===== src/rtl/uart_rx_fifo_if.sv =====
// uart_rx_fifo_if: receive-character valid/ready handshake between the UART receiver and its consumer
interface uart_rx_fifo_if #(parameter int DATA_MAX = 8);
  logic [DATA_MAX-1:0] rx_data;
  logic rx_perr;
  logic rx_ferr;
  logic rx_brk;
  logic rx_valid;
  logic rx_ready;
  modport master(output rx_data, rx_perr, rx_ferr, rx_brk, rx_valid, input rx_ready);
  modport slave(input rx_data, rx_perr, rx_ferr, rx_brk, rx_valid, output rx_ready);
endinterface


===== src/rtl/uart_rx_fifo.sv =====
// uart_rx_fifo: majority-vote UART receiver with runtime frame format feeding a first-word-fall-through FIFO
module uart_rx_fifo #(
  parameter int DATA_MAX   = 8,
  parameter int FIFO_DEPTH = 4
) (
  input  logic        clk,
  input  logic        rst,
  input  logic [15:0] UART_CPB,
  input  logic [3:0]  data_bits,
  input  logic        parity_en,
  input  logic        parity_odd,
  input  logic        two_stop,
  input  logic        rx_serial,
  uart_rx_fifo_if.master rx,
  output logic        overrun,
  input  logic        ovr_clr,
  output logic        busy
);
  localparam int AW = $clog2(FIFO_DEPTH);
  localparam int W  = DATA_MAX + 3;
  typedef enum logic [2:0] {IDLE, START, DATA, PARITY, STOP1, STOP2, WAIT_IDLE} state_t;
  state_t state, nxt;
  logic s1, s2, rxs_d;
  logic [15:0] cnt, cpb_l, mid;
  logic [3:0] db_l, bit_idx;
  logic pen_l, podd_l, two_l;
  logic v0, v1, vote, vote_cyc, start_det;
  logic [DATA_MAX-1:0] sh;
  logic px, allz, f1;
  logic push, wr, pop, full, empty;
  logic brk_e, ferr_e, perr_e;
  logic [W-1:0] mem [FIFO_DEPTH];
  logic [W-1:0] head;
  logic [AW:0] wp, rp;
  assign mid       = cpb_l >> 1;
  assign vote_cyc  = cnt == mid + 16'd1;
  assign vote      = (v0 & v1) | (v0 & s2) | (v1 & s2);
  assign start_det = (state == IDLE) & rxs_d & ~s2;
  always_ff @(posedge clk or negedge rst)
    if (!rst) state <= IDLE;
    else state <= nxt;
  always_comb begin
    nxt = state;
    case (state)
      IDLE:      if (start_det) nxt = START;
      START:     if (vote_cyc) nxt = vote ? IDLE : DATA;
      DATA:      if (vote_cyc && bit_idx == db_l - 4'd1) nxt = pen_l ? PARITY : STOP1;
      PARITY:    if (vote_cyc) nxt = STOP1;
      STOP1:     if (vote_cyc) nxt = two_l ? STOP2 : (vote ? IDLE : WAIT_IDLE);
      STOP2:     if (vote_cyc) nxt = vote ? IDLE : WAIT_IDLE;
      WAIT_IDLE: if (s2) nxt = IDLE;
      default:   nxt = IDLE;
    endcase
  end
  always_comb begin
    push = vote_cyc & (((state == STOP1) & ~two_l) | (state == STOP2));
    busy = state != IDLE;
  end
  // with two stop bits the first stop vote is already folded into allz
  assign brk_e  = (state == STOP2) ? allz : allz & ~vote;
  assign ferr_e = f1 | ~vote;
  assign perr_e = pen_l & (px ^ podd_l);
  always_ff @(posedge clk or negedge rst)
    if (!rst) begin
      s1 <= 1'b1;
      s2 <= 1'b1;
      rxs_d <= 1'b1;
      cnt <= '0;
      cpb_l <= '0;
      db_l <= '0;
      pen_l <= 1'b0;
      podd_l <= 1'b0;
      two_l <= 1'b0;
      v0 <= 1'b1;
      v1 <= 1'b1;
      bit_idx <= '0;
      sh <= '0;
      px <= 1'b0;
      allz <= 1'b1;
      f1 <= 1'b0;
    end else begin
      s1 <= rx_serial;
      s2 <= s1;
      rxs_d <= s2;
      if (start_det) begin
        cnt <= '0;
        cpb_l <= UART_CPB;
        db_l <= data_bits;
        pen_l <= parity_en;
        podd_l <= parity_odd;
        two_l <= two_stop;
        bit_idx <= '0;
        sh <= '0;
        px <= 1'b0;
        allz <= 1'b1;
        f1 <= 1'b0;
      end else cnt <= (cnt == cpb_l - 16'd1) ? '0 : cnt + 16'd1;
      if (cnt == mid - 16'd1) v0 <= s2;
      if (cnt == mid) v1 <= s2;
      if (vote_cyc) begin
        if (state == DATA) begin
          sh <= sh | (DATA_MAX'(vote) << bit_idx);
          bit_idx <= bit_idx + 4'd1;
        end
        if (state == DATA || state == PARITY) px <= px ^ vote;
        if (state == DATA || state == PARITY || state == STOP1) allz <= allz & ~vote;
        if (state == STOP1) f1 <= ~vote;
      end
    end
  assign empty = wp == rp;
  assign full  = (wp[AW] != rp[AW]) & (wp[AW-1:0] == rp[AW-1:0]);
  assign pop   = ~empty & rx.rx_ready;
  assign wr    = push & (~full | pop);
  always_ff @(posedge clk)
    if (wr) mem[wp[AW-1:0]] <= {brk_e, ferr_e, perr_e, sh};
  always_ff @(posedge clk or negedge rst)
    if (!rst) begin
      wp <= '0;
      rp <= '0;
      overrun <= 1'b0;
    end else begin
      if (wr) wp <= wp + 1'b1;
      if (pop) rp <= rp + 1'b1;
      overrun <= (push & full & ~pop) | (overrun & ~ovr_clr);
    end
  assign head        = mem[rp[AW-1:0]];
  assign rx.rx_valid = ~empty;
  assign rx.rx_data  = empty ? '0 : head[DATA_MAX-1:0];
  assign rx.rx_perr  = ~empty & head[DATA_MAX];
  assign rx.rx_ferr  = ~empty & head[DATA_MAX+1];
  assign rx.rx_brk   = ~empty & head[DATA_MAX+2];
endmodule


===== src/flat_wrapper.sv =====
// flat-port wrapper written by rule: the top's interface ports become plain ports
module uart_rx_fifo_flat 
#(
  parameter int DATA_MAX   = 8,
  parameter int FIFO_DEPTH = 4
)
  (clk, rst, UART_CPB, data_bits, parity_en, parity_odd, two_stop, rx_serial, overrun, ovr_clr, busy, rx_rx_data, rx_rx_perr, rx_rx_ferr, rx_rx_brk, rx_rx_valid, rx_rx_ready);
  uart_rx_fifo_if #(.DATA_MAX(DATA_MAX)) rx_i ();
  input  logic clk;
  input  logic rst;
  input  logic [15:0] UART_CPB;
  input  logic [3:0] data_bits;
  input  logic parity_en;
  input  logic parity_odd;
  input  logic two_stop;
  input  logic rx_serial;
  output logic overrun;
  input  logic ovr_clr;
  output logic busy;
  output wire logic [$bits(rx_i.rx_data)-1:0] rx_rx_data;
  output wire logic [$bits(rx_i.rx_perr)-1:0] rx_rx_perr;
  output wire logic [$bits(rx_i.rx_ferr)-1:0] rx_rx_ferr;
  output wire logic [$bits(rx_i.rx_brk)-1:0] rx_rx_brk;
  output wire logic [$bits(rx_i.rx_valid)-1:0] rx_rx_valid;
  input wire logic [$bits(rx_i.rx_ready)-1:0] rx_rx_ready;
  assign rx_rx_data = rx_i.rx_data;
  assign rx_rx_perr = rx_i.rx_perr;
  assign rx_rx_ferr = rx_i.rx_ferr;
  assign rx_rx_brk = rx_i.rx_brk;
  assign rx_rx_valid = rx_i.rx_valid;
  assign rx_i.rx_ready = rx_rx_ready;
  uart_rx_fifo #(.DATA_MAX(DATA_MAX), .FIFO_DEPTH(FIFO_DEPTH)) u_core (.clk(clk), .rst(rst), .UART_CPB(UART_CPB), .data_bits(data_bits), .parity_en(parity_en), .parity_odd(parity_odd), .two_stop(two_stop), .rx_serial(rx_serial), .rx(rx_i), .overrun(overrun), .ovr_clr(ovr_clr), .busy(busy));
endmodule

===== config.mk =====
export PLATFORM = sky130hd
export DESIGN_NAME = uart_rx_fifo_flat
export DESIGN_NICKNAME = d
export VERILOG_FILES = /design/src/rtl/uart_rx_fifo_if.sv /design/src/rtl/uart_rx_fifo.sv /design/src/flat_wrapper.sv
export SDC_FILE = /design/constraint.sdc
export NUM_CORES = 1
export LEC_CHECK = 0
export ABC_CLOCK_PERIOD_IN_PS = 3730
export BUFFER_PORTS_ARGS = -buffer_cell sky130_fd_sc_hd__buf_2
export CAP_MARGIN = 10
export CORE_ASPECT_RATIO = 0.75
export CORE_MARGIN = 4
export CORE_UTILIZATION = 60
export DETAILED_ROUTE_END_ITERATION = 6
export PLACE_DENSITY = 0.9
export SYNTH_ARGS = -nofsm -noshare
export SYNTH_HDL_FRONTEND = slang
export SYNTH_SLANG_ARGS = --single-unit

===== constraint.sdc =====
create_clock -name clk -period 3.73 [get_ports clk]
set_input_delay 0.746 -clock clk [delete_from_list [all_inputs] [get_ports clk]]
set_output_delay 0.746 -clock clk [all_outputs]
set_load 0.05 [all_outputs]

==> impl_metrics.env <==
export IMPL_synth_most_common_cell="dfrtp_1"
export IMPL_outcome="finished clean"
export IMPL_synth_area_leader_cell="dfrtp_1"
export IMPL_yosysTopAreaCellShare=0.245
export IMPL_maxCapViolations=0
export IMPL_fin_crit_ns=3.50
export IMPL_port_buffers=41
export IMPL_cts_root_buffer="clkbuf_16"
export IMPL_clk_pin_slew_worst_paths_ns=0.06
export IMPL_tightest_slew_ns=0.827
export IMPL_post_route_period_util=0.938
export IMPL_cts_buffers=17
export IMPL_p_comb_frac=0.382
export IMPL_hpwl_mm=10.8
export IMPL_startpoint_type="register"
export IMPL_slew_headroom=0.449
export IMPL_cts_sinks=113
export IMPL_synth_adder_area_share=0.0249
export IMPL_grt_overflow=0
export IMPL_synth_edf_count=44
export IMPL_grt_max_degree=43
export IMPL_avgSynthCellArea_um2=10.9
export IMPL_num_rows=32
export IMPL_synth_xor_area_frac=0.114
export IMPL_p_int_mw=3.42
export IMPL_ir_worst_vdd_mv=0.431
export IMPL_wl_per_cell_um=20.4
export IMPL_viasPerCell=6.19
export IMPL_rsz0062_at_grt="false"
export IMPL_coreArea_um2=10400
export IMPL_p_switching_mw=2.31
export IMPL_synth_cells=588
export IMPL_wl_mm=15.6
export IMPL_yosysWarningCount=0
export IMPL_die_area_um2=12500
export IMPL_clock_latency_ns=0.42
export IMPL_hold_slack_ns=0.355
export IMPL_grt_pass1_vias=4731
export IMPL_firstDrtPassIters=5
export IMPL_crit_fanout=11
export IMPL_p_leak_nw=2.93
export IMPL_reg2reg_slack_ns=0.23
export IMPL_synthTopCellsByCount="dfrtp_1, xnor2_1, edfxtp_1"
export IMPL_pwr_share_seq=0.338
export IMPL_ys_seq_area_frac=0.475
export IMPL_dieHeight_um=97.7
export IMPL_drive_above_1_share=0.238
export IMPL_ant_nets=0
export IMPL_maxSlewViolCount=0
export IMPL_htreeDepth=4
export IMPL_cts_buffer_depth=2
export IMPL_num_io_pins=42
export IMPL_ys_ff_latch=113
export IMPL_synth_cell_type_count=67
export IMPL_switching_share=0.403
export IMPL_initial_utilization=0.620
export IMPL_finalSetupTns_ns=0
export IMPL_hold_buffers=0
export IMPL_nNetsFinal=658
export IMPL_cpMaxStageDelayCell="or4b_4"
export IMPL_first_iter_violations=558
export IMPL_end_kind="register"
export IMPL_synth_top_family_by_area="simple AND/OR/NAND/NOR gates"
export IMPL_clock_skew_ns=0.0108
export IMPL_grt_use_total=0.268
export IMPL_cp_top_family="simple AND/OR/NAND/NOR gates"
export IMPL_critical_path_class="register to register"
export IMPL_crit_required_ns=3.82
export IMPL_grt_first_pass_wirelength_mm=25.8
export IMPL_antenna_found_initial=0
export IMPL_report_final_setup_viol=0
export IMPL_worst_slack_ns=0.231
export IMPL_clockPowerShare=0.279
export IMPL_tritoncts="yes"
export IMPL_ff2ff_path_depth=8
export IMPL_drc=0
export IMPL_max_freq_mhz=286
export IMPL_power_density_nw_per_um2=783
export IMPL_worstReg2RegEnd="u_core.mem[2][10]$_DFFE_PP_"
export IMPL_gp_congestion=0.940
export IMPL_die_w_um=128
export IMPL_crit_path_cell_trace="ha_1 -> xnor2_1 -> o41a_1 -> or4b_4 -> nor4_4 -> nand4_4 -> nor3_4 -> and2_2"
export IMPL_area_growth_pct=13.9
export IMPL_n_antenna_cell=0
export IMPL_finalHoldViolations=0
export IMPL_critical_path_depth=8
export IMPL_async_flop_share=0.611
export IMPL_critical_path_arrival_ns=3.59
export IMPL_worst_path_buf_inv=0
export IMPL_synth_compound_area_share=0.0696
export IMPL_syn_nets=628
export IMPL_hp_class="input pin to async pin"
export IMPL_synth_area_um2=6430
export IMPL_synthTopCellsByArea="dfrtp_1, edfxtp_1, xnor2_1"
export IMPL_num_vias=4746
export IMPL_yosys_area_share_simple=0.175
export IMPL_r2r_start="u_core.cpb_l[1]$_DFFE_PN0P_"
export IMPL_pre_cts_ws_ns=0.134
export IMPL_yosys_most_used_dff="dfrtp_1"
export IMPL_slowest_delay_ns=0.56
export IMPL_synth_area_mux_share=0.0982
[sequential cells by signal (all words and copies together) (netlist names)]
name	cells
u_core.mem	44
u_core.cpb_l	16
u_core.overrun	1
u_core.pen_l	1
u_core.px	1
u_core.state	3
u_core.wp	3
u_core.s2	1
u_core.cnt	16
u_core.rxs_d	1
u_core.f1	1
u_core.rp	3
u_core.podd_l	1
u_core.v0	1
u_core.allz	1
u_core.two_l	1
u_core.db_l	4
u_core.v1	1
u_core.sh	8
u_core.s1	1
u_core.bit_idx	4
[power by group through the flow]
stage / Clock, mW / Combinational (mW) / Sequential, mW
after floorplan: 0 / 1.87 / 1.65
after global placement: 0 / 2.03 / 1.93
after detailed placement: 0 / 2.10 / 1.95
after CTS: 1.61 / 2.16 / 1.93
after global routing: 1.68 / 2.38 / 1.98
final: 1.60 / 2.19 / 1.94
[logic make-up after synthesis]
family,Yosys count
DFF,113
AOI/OAI and AO/OA,68
muxes,46
buffers and inverters,67
adders and majority gates,13
xor gates and xnor gates,84
and+or+nand+nor,197
[layer usage]
metal / vias up / GRT usage / wire length [um]
met5: - / 0 / 0
met1: 2305 / 0.370 / 6800
met4: 0 / 0.110 / 487
met2: 235 / 0.394 / 6910
met3: 41 / 0.0819 / 1440
li1: 2165 / - / -
[worst max-delay path by stage]
stage	from	to	slack (ns)
floorplan	u_core.cpb_l[2]$_DFFE_PN0P_	u_core.mem[0][0]$_DFFE_PP_	0.50
global placement	u_core.cpb_l[1]$_DFFE_PN0P_	u_core.mem[0][0]$_DFFE_PP_	0.30
detailed placement	u_core.cpb_l[1]$_DFFE_PN0P_	u_core.mem[2][2]$_DFFE_PP_	0.13
CTS	u_core.cpb_l[1]$_DFFE_PN0P_	u_core.mem[2][10]$_DFFE_PP_	0.06
global route	u_core.cpb_l[1]$_DFFE_PN0P_	u_core.mem[2][10]$_DFFE_PP_	0.06
finish	u_core.cpb_l[1]$_DFFE_PN0P_	u_core.mem[2][10]$_DFFE_PP_	0.23
[cells in the final DEF, fill, tap and decap left out, drive strengths merged, types with 3 or more instances in the layout]
cell,Yosys,layout
ha,12,12
or3,4,4
nor3b,3,3
nor2,35,35
a31oi,5,5
inv,22,25
nand2b,3,3
clkinv,0,5
or3b,3,3
nor3,13,13
nand4,17,17
xor2,31,31
mux4,11,11
mux2,27,27
nand3,28,28
dfstp,6,6
and4,3,3
and2,6,6
a21oi,12,12
o211ai,4,4
clkinvlp,0,4
edfxtp,44,44
dfrtp,63,63
and3,5,5
xnor2,53,53
buf,11,56
or4,4,4
o21ai,18,18
o31ai,9,9
clkbuf,34,18
nor4,12,12
nor2b,17,17
nand2,39,39
mux2i,8,8
[cell type report]
class / count / area (um2)
repair buffers: 56 / 318
multi-input cells: 408 / 3110
clock inverters: 14 / 156
flip-flops and latches: 113 / 3060
clock buffers: 18 / 429
fillers: 723 / 3050
well taps: 136 / 170
inverters: 22 / 82.6
[stage by stage]
stage	instance area [um2]	utilization	std cells	total power [mW]
after floorplan	6430	-	588	3.52
after global placement	6740	0.649	735	3.96
after detailed placement	6740	0.649	735	4.05
after CTS	7320	0.706	767	5.70
after global routing	7320	0.706	767	6.04
final	7320	0.706	767	5.73
[repair_timing]
action                     4_1_cts  5_1_grt
resized for setup                0        3
setup endpoints to repair        0       33
setup buffers                    0        0
(Power assumes the default switching activity.)
